`src/rtl/multicycle_control.sv`:
```
`default_nettype none
//============================================================================
// Module   : multicycle_control
// Purpose  : Registered control sequencer for a multicycle RV32I datapath.
//            Walks each instruction through FETCH / DECODE / EXECUTE /
//            MEMORY / WRITEBACK states and drives the datapath selects,
//            the ALU operation and all write enables. Adds memory
//            wait-state handling, illegal-instruction detection and a
//            retired-instruction counter.
// Ports    : clk, reset          - clock, synchronous active-high reset
//            op, funct3, funct7b5 - instruction fields from the IR
//            zero                 - ALU zero flag (branch resolution)
//            mem_ready            - memory access completes this cycle
//            ALUSrcA/ALUSrcB      - ALU operand selects
//            ALUCtr               - ALU operation code
//            ResultSrc, AdrSrc    - result / address selects
//            PCWrite, IRWrite,
//            RegWrite, MemWrite   - datapath write enables
//            illegal              - one-cycle unsupported-instruction pulse
//            state                - current state (debug)
//            instret              - retired-instruction count
// Revision : 1.0 - initial release
//============================================================================
module multicycle_control #(
    parameter int CNT_W    = 32,
    parameter int WAIT_MEM = 1
) (
    input  logic             clk,
    input  logic             reset,
    input  logic [6:0]       op,
    input  logic [2:0]       funct3,
    input  logic             funct7b5,
    input  logic             zero,
    input  logic             mem_ready,
    output logic [1:0]       ALUSrcA,
    output logic [1:0]       ALUSrcB,
    output logic [3:0]       ALUCtr,
    output logic [1:0]       ResultSrc,
    output logic             AdrSrc,
    output logic             PCWrite,
    output logic             IRWrite,
    output logic             RegWrite,
    output logic             MemWrite,
    output logic             illegal,
    output logic [3:0]       state,
    output logic [CNT_W-1:0] instret
);

    // State encoding
    localparam logic [3:0] S_FETCH    = 4'd0;
    localparam logic [3:0] S_DECODE   = 4'd1;
    localparam logic [3:0] S_MEMADR   = 4'd2;
    localparam logic [3:0] S_MEMREAD  = 4'd3;
    localparam logic [3:0] S_MEMWB    = 4'd4;
    localparam logic [3:0] S_MEMWRITE = 4'd5;
    localparam logic [3:0] S_EXECR    = 4'd6;
    localparam logic [3:0] S_EXECI    = 4'd7;
    localparam logic [3:0] S_ALUWB    = 4'd8;
    localparam logic [3:0] S_BRANCH   = 4'd9;
    localparam logic [3:0] S_JAL      = 4'd10;

    // Supported opcodes
    localparam logic [6:0] OP_LW  = 7'b0000011;
    localparam logic [6:0] OP_SW  = 7'b0100011;
    localparam logic [6:0] OP_R   = 7'b0110011;
    localparam logic [6:0] OP_I   = 7'b0010011;
    localparam logic [6:0] OP_B   = 7'b1100011;
    localparam logic [6:0] OP_JAL = 7'b1101111;

    // ALU operation codes
    localparam logic [3:0] ALU_ADD  = 4'd0;
    localparam logic [3:0] ALU_SUB  = 4'd1;
    localparam logic [3:0] ALU_AND  = 4'd2;
    localparam logic [3:0] ALU_OR   = 4'd3;
    localparam logic [3:0] ALU_XOR  = 4'd4;
    localparam logic [3:0] ALU_SLT  = 4'd5;
    localparam logic [3:0] ALU_SLL  = 4'd6;
    localparam logic [3:0] ALU_SRL  = 4'd7;
    localparam logic [3:0] ALU_SRA  = 4'd8;
    localparam logic [3:0] ALU_SLTU = 4'd9;

    localparam logic [CNT_W-1:0] CNT_ONE = {{(CNT_W-1){1'b0}}, 1'b1};

    logic [3:0]       state_q, state_d;
    logic [CNT_W-1:0] instret_q, instret_d;

    logic             w_rdy;
    logic [3:0]       w_alu_fn;
    logic [1:0]       w_srca, w_srcb, w_res;
    logic [3:0]       w_alu;
    logic             w_adr, w_pcw, w_irw, w_regw, w_memw, w_ill, w_retire;

    // With wait states disabled every memory access completes immediately.
    assign w_rdy = (WAIT_MEM != 0) ? mem_ready : 1'b1;

    // Register/immediate ALU decode. funct7b5 selects sub only for R-type;
    // for I-type bit 30 is part of the immediate except on shifts.
    always_comb begin
        w_alu_fn = ALU_ADD;
        case (funct3)
            3'b000:  w_alu_fn = (funct7b5 && (state_q == S_EXECR)) ? ALU_SUB : ALU_ADD;
            3'b001:  w_alu_fn = ALU_SLL;
            3'b010:  w_alu_fn = ALU_SLT;
            3'b011:  w_alu_fn = ALU_SLTU;
            3'b100:  w_alu_fn = ALU_XOR;
            3'b101:  w_alu_fn = funct7b5 ? ALU_SRA : ALU_SRL;
            3'b110:  w_alu_fn = ALU_OR;
            default: w_alu_fn = ALU_AND;
        endcase
    end

    // Next-state and per-state output decode.
    always_comb begin
        state_d  = state_q;
        w_srca   = 2'b00;
        w_srcb   = 2'b00;
        w_alu    = ALU_ADD;
        w_res    = 2'b00;
        w_adr    = 1'b0;
        w_pcw    = 1'b0;
        w_irw    = 1'b0;
        w_regw   = 1'b0;
        w_memw   = 1'b0;
        w_ill    = 1'b0;
        w_retire = 1'b0;
        case (state_q)
            S_FETCH: begin
                w_srcb = 2'b10;
                w_res  = 2'b10;
                w_irw  = w_rdy;
                w_pcw  = w_rdy;
                if (w_rdy) state_d = S_DECODE;
            end
            S_DECODE: begin
                // OldPC + imm: branch target is ready in ALUOut for BRANCH
                w_srca = 2'b01;
                w_srcb = 2'b01;
                case (op)
                    OP_LW, OP_SW: state_d = S_MEMADR;
                    OP_R:         state_d = S_EXECR;
                    OP_I:         state_d = S_EXECI;
                    OP_B:         state_d = S_BRANCH;
                    OP_JAL:       state_d = S_JAL;
                    default: begin
                        state_d = S_FETCH;
                        w_ill   = 1'b1;
                    end
                endcase
            end
            S_MEMADR: begin
                w_srca  = 2'b10;
                w_srcb  = 2'b01;
                state_d = (op == OP_SW) ? S_MEMWRITE : S_MEMREAD;
            end
            S_MEMREAD: begin
                w_adr = 1'b1;
                if (w_rdy) state_d = S_MEMWB;
            end
            S_MEMWB: begin
                w_res    = 2'b01;
                w_regw   = 1'b1;
                w_retire = 1'b1;
                state_d  = S_FETCH;
            end
            S_MEMWRITE: begin
                w_adr  = 1'b1;
                w_memw = 1'b1;
                if (w_rdy) begin
                    w_retire = 1'b1;
                    state_d  = S_FETCH;
                end
            end
            S_EXECR: begin
                w_srca  = 2'b10;
                w_alu   = w_alu_fn;
                state_d = S_ALUWB;
            end
            S_EXECI: begin
                w_srca  = 2'b10;
                w_srcb  = 2'b01;
                w_alu   = w_alu_fn;
                state_d = S_ALUWB;
            end
            S_ALUWB: begin
                w_regw   = 1'b1;
                w_retire = 1'b1;
                state_d  = S_FETCH;
            end
            S_BRANCH: begin
                w_srca  = 2'b10;
                w_alu   = ALU_SUB;
                state_d = S_FETCH;
                case (funct3)
                    3'b000: begin
                        w_pcw    = zero;
                        w_retire = 1'b1;
                    end
                    3'b001: begin
                        w_pcw    = ~zero;
                        w_retire = 1'b1;
                    end
                    default: w_ill = 1'b1;
                endcase
            end
            S_JAL: begin
                w_srca  = 2'b01;
                w_srcb  = 2'b10;
                w_pcw   = 1'b1;
                state_d = S_ALUWB;
            end
            default: state_d = S_FETCH;
        endcase
    end

    assign instret_d = w_retire ? (instret_q + CNT_ONE) : instret_q;

    always_ff @(posedge clk) begin
        if (reset) begin
            state_q   <= S_FETCH;
            instret_q <= '0;
        end else begin
            state_q   <= state_d;
            instret_q <= instret_d;
        end
    end

    // Write enables and illegal are suppressed while reset is held so an
    // abandoned instruction cannot modify architectural state.
    assign ALUSrcA   = w_srca;
    assign ALUSrcB   = w_srcb;
    assign ALUCtr    = w_alu;
    assign ResultSrc = w_res;
    assign AdrSrc    = w_adr;
    assign PCWrite   = w_pcw  & ~reset;
    assign IRWrite   = w_irw  & ~reset;
    assign RegWrite  = w_regw & ~reset;
    assign MemWrite  = w_memw & ~reset;
    assign illegal   = w_ill  & ~reset;
    assign state     = state_q;
    assign instret   = instret_q;

endmodule
`default_nettype wire

```
`config.mk`:
```
export PLATFORM = sky130hd
export DESIGN_NAME = multicycle_control
export DESIGN_NICKNAME = d
export VERILOG_FILES = /design/src/rtl/multicycle_control.sv
export SDC_FILE = /design/constraint.sdc
export NUM_CORES = 1
export LEC_CHECK = 0
export CAP_MARGIN = 20
export CORE_ASPECT_RATIO = 1.2
export CORE_MARGIN = 2
export CORE_UTILIZATION = 45
export CTS_BUF_LIST = sky130_fd_sc_hd__clkbuf_16
export DETAILED_ROUTE_END_ITERATION = 8
export PLACE_DENSITY_LB_ADDON = 0.08
export SLEW_MARGIN = 5
export SYNTH_ARGS = -nofsm -noshare
export SYNTH_HDL_FRONTEND = slang
export SYNTH_SLANG_ARGS = --single-unit
```
`constraint.sdc`:
```
create_clock -name clk -period 6.7 [get_ports clk]
set_clock_uncertainty 0.2 [all_clocks]
set_input_delay 2.01 -clock clk [delete_from_list [all_inputs] [get_ports clk]]
set_output_delay 2.01 -clock clk [all_outputs]
set_load 0.05 [all_outputs]
```
=== Word-level counts from Yosys, hierarchy flattened ===
Cells that the tools add are included.

* Add/subtract/negate cells: 1
* Equal/unequal tests: 25
* Muxes and demuxes: 25
* Bitwise operators: 7
* Reduce and logical (&&, ||, !) cells: 15

{| class="wikitable"
|+ Operators by type and width
! cell !! number
|-
| $add A32 B1 Y32 const B || 1
|-
| $pmux W4 S7 || 1
|-
| $pmux W4 S6 || 1
|-
| $pmux W4 S5 || 1
|-
| $eq A4 B3 Y1 const B || 4
|-
| $mux W4 || 4
|-
| $eq A7 B6 Y1 const B || 2
|-
| $eq A7 B7 Y1 const B || 2
|-
| $reduce_or A2 Y1 || 7
|-
| $eq A4 B4 Y1 const B || 3
|-
| $pmux W2 S2 || 3
|-
| $eq A3 B3 Y1 const B || 3
|-
| $mux W1 || 9
|-
| $eq A4 B2 Y1 const B || 2
|-
| $pmux W4 S2 || 1
|-
| $eq A7 B2 Y1 const B || 1
|-
| $eq A7 B5 Y1 const B || 1
|-
| $eq A3 B2 Y1 const B || 2
|-
| $ne A2 B2 Y1 const B || 3
|-
| $pmux W1 S3 || 2
|-
| $reduce_or A3 Y1 || 2
|-
| $reduce_or A6 Y1 || 1
|-
| $and A1 B1 Y1 || 5
|-
| $eq A4 B1 Y1 const B || 1
|-
| 9 further kinds || 11
|}

* Bits in registers: 36
* Bits of input ports: 15
* Output and inout port bits: 52
* Word-level logic and storage cells: 75

=== Depth between registers and ports, before layout ===
Gate-level depths: netlist of run 1.

* Word-level depth: 5
* Mapped depth: 7
* Mapped depth without buffers: 5

=== Worst setup path after synthesis of run 1 ===
OpenSTA, ideal clock, no wires.

* Path kind: input to output
* From: input port funct3[2]
* To: output port ALUCtr[0]
* Arrival: 3.743 ns
* Data required time: 4.490 ns
* Slack: 0.747 ns
* Stages on the path: 5
* Buffers on the path: 1
* Cell sequence: clkbuf_1 inv_1 nor4b_1 nor3_1 o21ai_0

* Cells in the longest elaborated chain, start to end: 3
* Elaborated cells on any way between the ends: 9
* Classes of those cells: 6 x eq/ne; 2 x mux; 1 x reduce/logical

{| class="wikitable"
|+ Ends and longest elaborated chain
! what !! RTL line !! text
|-
| from (decl) || 31 || <nowiki>input logic [2:0] funct3,</nowiki>
|-
| $eq A3 B3 Y1, or another cell as far along || 100 || <nowiki>case (funct3)</nowiki>
|-
| $pmux W4 S7 (*) || 100 ||
|-
| $pmux W4 S2 (*) || 126 || <nowiki>case (state_q)</nowiki>
|-
| to (decl) || 37 || <nowiki>output logic [3:0] ALUCtr,</nowiki>
|}

Mark *: on every way between the ends. The rest lies on a longest branch, timed or not.

=== Final worst setup path of run 1 ===
Same ends and word-level chain as after synthesis.

==> results of run 1 <==
## worst register-to-register path: stages, from the launching register on
cell and delay [ps]:
dfxtp_1 650, nor3b_4 320, nand2_2 140, o32a_4 570
or4b_1 590, a21oi_1 160
## metrics by stage
stage	setup slack (ps)	std cells
final	434.2	410
after CTS	434.1	410
after detailed placement	434.8	402
after global routing	334.6	410
after global placement	454.3	402
after floorplan	747.4	298
## power breakdown
part / switching [W] / internal (W)
Combinational: 0.0000342 / 0.0000235
Clock: 0.0000838 / 0.000134
Sequential: 0.00000276 / 0.000215
Total: 0.000121 / 0.000372
## state kept, by name, indices dropped and copies added (netlist names)
signal   count
instret     32
state        4
## per-layer routing
metal | GRT usage | up-vias | part of all wire
met1 | 0.2461 | 1150 | 0.42
met5 | 0 | - | 0
met3 | 0.05890 | 12 | 0.063
li1 | - | 1242 | -
met2 | 0.3817 | 72 | 0.50
met4 | 0.09216 | 0 | 0.022
## final timing paths
path / start / endpoint / slack, ps
setup / recovery: funct3[2] / ALUCtr[0] / 430
hold / removal: instret[11]$_SDFFE_PP0P_ / instret[11]$_SDFFE_PP0P_ / 290
setup reg to reg: state[0]$_SDFFE_PP0P_ / instret[23]$_SDFFE_PP0P_ / 4000
hold reg to reg: instret[11]$_SDFFE_PP0P_ / instret[11]$_SDFFE_PP0P_ / 290
## final cells by class
type	count	area share
inverter	7	0.008550
clock buffer	5	0.04072
sequential	36	0.2345
tap	60	0.02443
clock inverter	3	0.003664
multi-input combinational	232	0.4666
timing repair buffer	67	0.2215
## logic make-up (layout without fill, tap and decap cells)
group,count (synthesis),in the layout,synth area share
DFF,36,36,0.3153
and+or+nand+nor,136,136,0.3410
AOI/OAI and AO/OA,86,86,0.2436
muxes,3,3,0.01423
xor gates and xnor gates,6,6,0.02299
adders and majority gates,1,1,0.005473
buffers and inverters,30,82,0.05747
## cell usage in the layout, fill, tap and decap left out, types with 9 or more instances in the layout
master and instances:
dfxtp_1 36, or4_1 23, nor2_1 23, a21oi_1 37
nor3_1 12, inv_1 9, o31ai_1 23, clkdlybuf4s50_1 61
nand2_1 21, nand3_1 14
==> results.toml, run 1 <==
[clock_network]
cts_buffer_depth = 2
cts.hold.buffers_added = 0
htreeDepth = 2
clkSlewWorstSetupHoldPaths_ps = 50
cts_resized = 0
post_cts_buffers = 0
tritoncts = "yes"
root_buffer = "clkbuf_16"
cts.sinks = 36
clk_latency_ps = 280
cts_inserted_buffers = 5

[worst_setup_path]
crit_top_cell = "clkdlybuf4s50_1"
cp.depth = 6
cpLargestDelayFamily = "buffers and inverters"
worstSetupStartpointType = "input port"
r2r_cells = 5
slowest_delay_ps = 830
cp_data_required_time_ps = 4490
crit_type = "input port to output port"
cp_max_fo = 8
crit_slowest_cell = "clkdlybuf4s50_1"
critPathBufInv = 3
endpoint_kind = "output port"
cp.arrival_ps = 4060
worstPathCellList = "clkdlybuf4s50_1 > inv_1 > nor4b_1 > nor3_1 > o21ai_0 > clkdlybuf4s50_1"

[global_route]
grt_pass1_vias = 2192
grt_pass1_wl_um = 10030
grt_max_degree = 61
gr-total-overflow = 0
grt_antenna_before_repair = 0
grt_usage = 0.2156

[drt]
drtAntennaViolNets = 0
vias = 2476
avgRoutedWirePerCell_um = 14.51
drtIter0Drc = 167
drc = 0
dr.pass1.iters = 4
routed_wl_um = 5949
vias_per_cell = 6.039

[sta]
max_freq_mhz = 159.6
tns_ps = 0
slew_headroom = 0.4516
fin_hold_ws_ps = 294.2
fin_crit_sh = 0.9352
tightest_slew_ps = 821.5
setup_viol = 0
hold_violations = 0
slew_viol_final = 0
rsz0062_at_grt = "no"
min_period_ps = 6266

[synth]
synth-seq-area-share = 0.3153
synthCells = 298
synthTopCellsByArea = "dfxtp_1 32%, a21oi_1 8.1%, o31ai_1 7.6%"
syn_area_um2 = 2286
synth_edf_count = 0
async_flop_share = 0
synth_commonest_cells = "37 x a21oi_1, 36 x dfxtp_1, 23 x nor2_1, 23 x o31ai_1, 23 x or4_1"
synth_warnings = 0
synth_most_common_cell = "a21oi_1"
synth.distinct_cells = 49
yosysTopAreaCell = "dfxtp_1"
yosysTopAreaCellShare = 0.3153
syn_nets = 314
synth_seq_cells = 36
avgSynthCellArea_um2 = 7.671
yosys_most_used_dff = "dfxtp_1"

[die]
die_area_um2 = 5669
io_pins = 67
fp.dieH_um = 82.08
rows = 28
start_util = 0.4661
core_um2 = 4905
die_x_um = 69.07

[layout]
drive_gt1_frac = 0.04571
nets = 365
filler_cell_count = 476
regArea_um2 = 720.7
final_area_um2 = 3073
area_growth_pct = 34.43
diodes = 0
multi_input_area_um2 = 1434
postLayoutCoreUtil = 0.6265

[power_and_ir_drop]
power_w = 0.0004927
irDropWorstVdd_mv = 0.1177
leakagePower_nw = 0.9613
p_per_area_nw_per_um2 = 160.3

[placement]
place_area_um2 = 2937
io_buffers = 66
dp_hpwl_um = 4149
finalWeightedCongestion = 0.7761

[run]
maxCapViolations = 0

[worst_hold_path]
hold_path_depth = 2
worstHoldPathType = "flop to flop"

[outcome]
status = "complete, no violations"
No activity file was read; power rests on OpenSTA's default activity.
==> run 2, diff against run 1 <==
ABC_AREA = 1   (was unset)
==> results.toml, run 2 <==
[synth]
synth_most_common_cell = "nand2_1"
yosysTopAreaCellShare = 0.2934
yosys_most_used_dff = "dfxtp_1"
syn_area_um2 = 2456
synth.distinct_cells = 30
synth_commonest_cells = "122 x nand2_1, 68 x nor2_1, 51 x inv_1"
synth_warnings = 0
synthCells = 418
synth_seq_cells = 36
yosysTopAreaCell = "dfxtp_1"
synth-seq-area-share = 0.2934
async_flop_share = 0
syn_nets = 434
avgSynthCellArea_um2 = 5.876
synth_edf_count = 0
synthTopCellsByArea = "dfxtp_1 29%, nand2_1 19%, nor2_1 10%"

[power_and_ir_drop]
p_per_area_nw_per_um2 = 164.7
leakagePower_nw = 1.342
irDropWorstVdd_mv = 0.1064

[sta]
rsz0062_at_grt = "no"
setup_ws_ps = 354.7
slew_headroom = 0.4946
hold_violations = 0
min_period_ps = 6345
max_freq_mhz = 157.6
tightest_slew_ps = 757.3
setup_viol = 0
fin_crit_sh = 0.9471
slew_viol_final = 0
tns_ps = 0

[die]
core_um2 = 5261
fp.dieH_um = 84.93
rows = 29
start_util = 0.4668
die_x_um = 71.44
die_area_um2 = 6067
io_pins = 67

[worst_hold_path]
worstHoldStart = "instret[31]$_SDFFE_PP0P_"
worstHoldPathType = "flop to flop"

[clock_network]
htreeDepth = 2
cts_resized = 0
clk_latency_ps = 280
clkSlewWorstSetupHoldPaths_ps = 60
post_cts_buffers = 0
cts_buffer_depth = 2
tritoncts = "yes"
cts.hold.buffers_added = 0
cts.sinks = 36
cts_inserted_buffers = 5
root_buffer = "clkbuf_16"

[global_route]
grt_usage = 0.2174
grt_antenna_before_repair = 0
grt_pass1_vias = 2493
grt_max_degree = 58
gr-total-overflow = 0
grt_pass1_wl_um = 10810

[layout]
area_growth_pct = 35.25
nets = 499
stdcell_count = 546
diodes = 0
layout_commonest_cell = "nand2_1"
largest_reg_flops = 32
filler_cell_count = 498
drive_gt1_frac = 0.04545
postLayoutCoreUtil = 0.6314
mostFrequentLayoutCells = "122 x nand2_1, 68 x nor2_1, 66 x clkdlybuf4s50_1"

[worst_setup_path]
cp.arrival_ps = 4140
cp_max_fo = 3
cp_data_required_time_ps = 4490
worstSetupStartpointType = "input port"
endpoint_kind = "output port"
critPathLaunch = "op[4]"
r2r-start = "state[1]$_SDFFE_PP0P_"
crit_type = "input port to output port"

[drt]
avgRoutedWirePerCell_um = 12.10
drtIter0Drc = 168
dr.pass1.iters = 4
vias_per_cell = 5.198
drtAntennaViolNets = 0
routed_wl_um = 6607
vias = 2838
drc = 0

[placement]
finalWeightedCongestion = 0.8811
io_buffers = 66
dp_cells = 537
place_ws_ps = 333.8
dp_hpwl_um = 4700

[run]
maxCapViolations = 0

[outcome]
status = "complete, no violations"
## run 2: worst paths after layout
| check | end | slack [ps] | depth (start not counted) |
|---|---|---|---|
| max | illegal | 350 | 10 |
| min | instret[31]$_SDFFE_PP0P_ | 330 | 4 |
| max reg2reg | instret[8]$_SDFFE_PP0P_ | 4390 | 9 |
| min reg2reg | instret[31]$_SDFFE_PP0P_ | 330 | 4 |
## run 2: metal layers
metal / wire length [µm] / track usage
met1: 2851 / 0.2566
met2: 3293 / 0.3838
met3: 354 / 0.04751
met4: 108 / 0.07547
met5: 0 / 0
## run 2: logic make-up after synthesis
kind of cell | synth area share
simple gates | 0.4850
fa+ha+maj | 0.005093
flops | 0.2934
compound gates | 0.08763
xor+xnor | 0.01783
buf+inv | 0.1110
## run 2: through the flow
step,power [W],hold WS (ps),instance area [µm²]
global placement,0.0002888,311.0,3132
floorplan,0.0002633,522.2,2456
detailed placement,0.0002889,321.7,3132
CTS,0.0005491,333.6,3294
finish,0.0005472,333.2,3322
global route,0.0005660,345.7,3322
## run 2: worst max-delay path: stages
cell and delay, ps:
clkdlybuf4s50_1 500, inv_1 70, nand2_1 60, nor2_1 60, o21ai_0 220, nand2_1 80, nor2_1 100, nand2_1 70
a21oi_1 140, clkdlybuf4s50_1 830
## run 2: power breakdown
part / total [W] / switching [W] / internal [W] / leakage, nW
logic: 0.0000684 / 0.0000439 / 0.0000245 / 0.973
registers: 0.000217 / 0.00000166 / 0.000215 / 0.290
clock network: 0.000262 / 0.0000893 / 0.000173 / 0.0789
total: 0.000547 / 0.000135 / 0.000412 / 1.34
## run 2: final cells by class
cell class,count,area [µm²],area share
clock buffers,5,125.1,0.03766
clock inverters,3,37.54,0.01130
multi-input cells,318,1463,0.4403
flip-flops and latches,36,720.7,0.2169
repair buffers,68,695.7,0.2094
inverters,54,202.7,0.06102
well taps,62,77.57,0.02335
==> run 3, diff against run 2 <==
CORE_UTILIZATION = 52   (was 45)
==> results.toml, run 3 (synthesized netlist as in run 2, its figures left out) <==
[clock_network]
cts_resized = 0
root_buffer = "clkbuf_16"
post_cts_buffers = 0
cts_inserted_buffers = 5
tritoncts = "yes"
cts_buffer_depth = 2
clk_latency_ps = 280
cts.sinks = 36
htreeDepth = 2
cts.hold.buffers_added = 0
clkSlewWorstSetupHoldPaths_ps = 60

[die]
io_pins = 67
core_um2 = 4561
die_x_um = 66.74
rows = 27
start_util = 0.5385
die_area_um2 = 5291
fp.dieH_um = 79.29

[drt]
routed_wl_um = 6333
dr.pass1.iters = 4
vias = 2839
drtAntennaViolNets = 0
drc = 0
avgRoutedWirePerCell_um = 11.68
vias_per_cell = 5.238
drtIter0Drc = 180

[sta]
fin_hold_ws_ps = 331.1
slew_headroom = 0.4937
tightest_slew_ps = 758.6
fin_crit_sh = 0.9427
min_period_ps = 6316
hold_violations = 0
slew_viol_final = 0
tns_ps = 0
rsz0062_at_grt = "no"
setup_viol = 0
max_freq_mhz = 158.3

[worst_setup_path]
critical_path.endpoint = "illegal"
cp.arrival_ps = 4110
critPathLaunch = "op[4]"
crit_slowest_cell = "clkdlybuf4s50_1"
r2r-start = "instret[0]$_SDFFE_PP0P_"
cp_max_fo = 3
regToRegEndpoint = "instret[28]$_SDFFE_PP0P_"
reg2reg_slack_ps = 4710
cpLargestDelayFamily = "buffers and inverters"
cp.depth = 10
worstPathCellList = "clkdlybuf4s50_1 > inv_1 > nand2_1 > nor2_1 > o21ai_0 > nand2_1 > nor2_1 > nand2_1 > a21oi_1 > clkdlybuf4s50_1"
crit_type = "input port to output port"
critPathBufInv = 3
cp_data_required_time_ps = 4490
worstSetupStartpointType = "input port"
endpoint_kind = "output port"
crit_top_cell = "nand2_1"
slowest_delay_ps = 810
r2r_cells = 9

[placement]
finalWeightedCongestion = 0.8581
place_area_um2 = 3127
io_buffers = 66
dp_hpwl_um = 4708
dp_cells = 533

[layout]
nets = 499
final_area_um2 = 3283
drive_gt1_frac = 0.04339
mostFrequentLayoutCells = "122 x nand2_1, 68 x nor2_1, 66 x clkdlybuf4s50_1"
area_growth_pct = 33.67
stdcell_count = 542
diodes = 0
layout_commonest_cell = "nand2_1"
largest_reg_flops = 32

[outcome]
status = "complete, no violations"

[global_route]
grt_pass1_vias = 2543
grt_usage = 0.2501
grt_pass1_wl_um = 10520
grt_antenna_before_repair = 0
gr-total-overflow = 0
grt_max_degree = 58

[power_and_ir_drop]
power_w = 0.0005012
combinationalPowerShare = 0.136
seqPwrFrac = 0.433
p_sw_frac = 0.2554
p_per_area_nw_per_um2 = 152.7
leakagePower_nw = 1.333
pwr-share-clk = 0.431
p_sw_w = 0.0001280
p_int_w = 0.0003732
irDropWorstVdd_mv = 0.09593

[run]
maxCapViolations = 0

[worst_hold_path]
worstHoldPathType = "flop to flop"
run 3: final cells by class:
cell class                      instances  area (µm²)
Clock buffer                            5       125.1
Clock inverter                          3       11.26
Fill cell                             422        1277
Inverter                               54       202.7
Multi-Input combinational cell        318        1463
Sequential cell                        36       720.7
Tap cell                               58       72.57
Timing Repair Buffer                   68       688.2
run 3: how the worst min path moves through the flow:
stage | start | slack, ps | end | cells after the start
detailed placement | instret[7]$_SDFFE_PP0P_ | 330 | instret[7]$_SDFFE_PP0P_ | 2
global route | instret[8]$_SDFFE_PP0P_ | 360 | instret[8]$_SDFFE_PP0P_ | 2
finish | instret[12]$_SDFFE_PP0P_ | 330 | instret[12]$_SDFFE_PP0P_ | 2
CTS | instret[7]$_SDFFE_PP0P_ | 340 | instret[7]$_SDFFE_PP0P_ | 2
global placement | instret[31]$_SDFFE_PP0P_ | 310 | instret[31]$_SDFFE_PP0P_ | 4
floorplan | instret[8]$_SDFFE_PP0P_ | 520 | instret[8]$_SDFFE_PP0P_ | 2
run 3: stage by stage:
step | worst slack [ps] | util
2_1_floorplan | 1186 | -
3_3_place_gp | 410.6 | 0.6856
3_5_place_dp | 370.3 | 0.6856
4_1_cts | 366.1 | 0.7155
5_1_grt | 207.7 | 0.7199
6_report | 384.0 | 0.7199
run 3: tightest hold or removal path, stage by stage (launching register included):
cell	delay [ps]
dfxtp_1	350
nand2_1	80
a21oi_1	50
run 3: power by group through the flow:
stage	clock (W)	sequential [W]	combinational [W]
floorplan	0	0.000224	0.0000392
global placement	0	0.000221	0.0000672
detailed placement	0	0.000221	0.0000675
CTS	0.000219	0.000217	0.0000680
global route	0.000227	0.000217	0.0000739
finish	0.000216	0.000217	0.0000682
run 3: per-layer routing:
layer,up-vias,routed length [µm],track usage
li1,1472,-,-
met1,1256,2645,0.2759
met2,98,3195,0.4640
met3,13,400,0.05949
met4,0,91,0.07347
met5,-,0,0
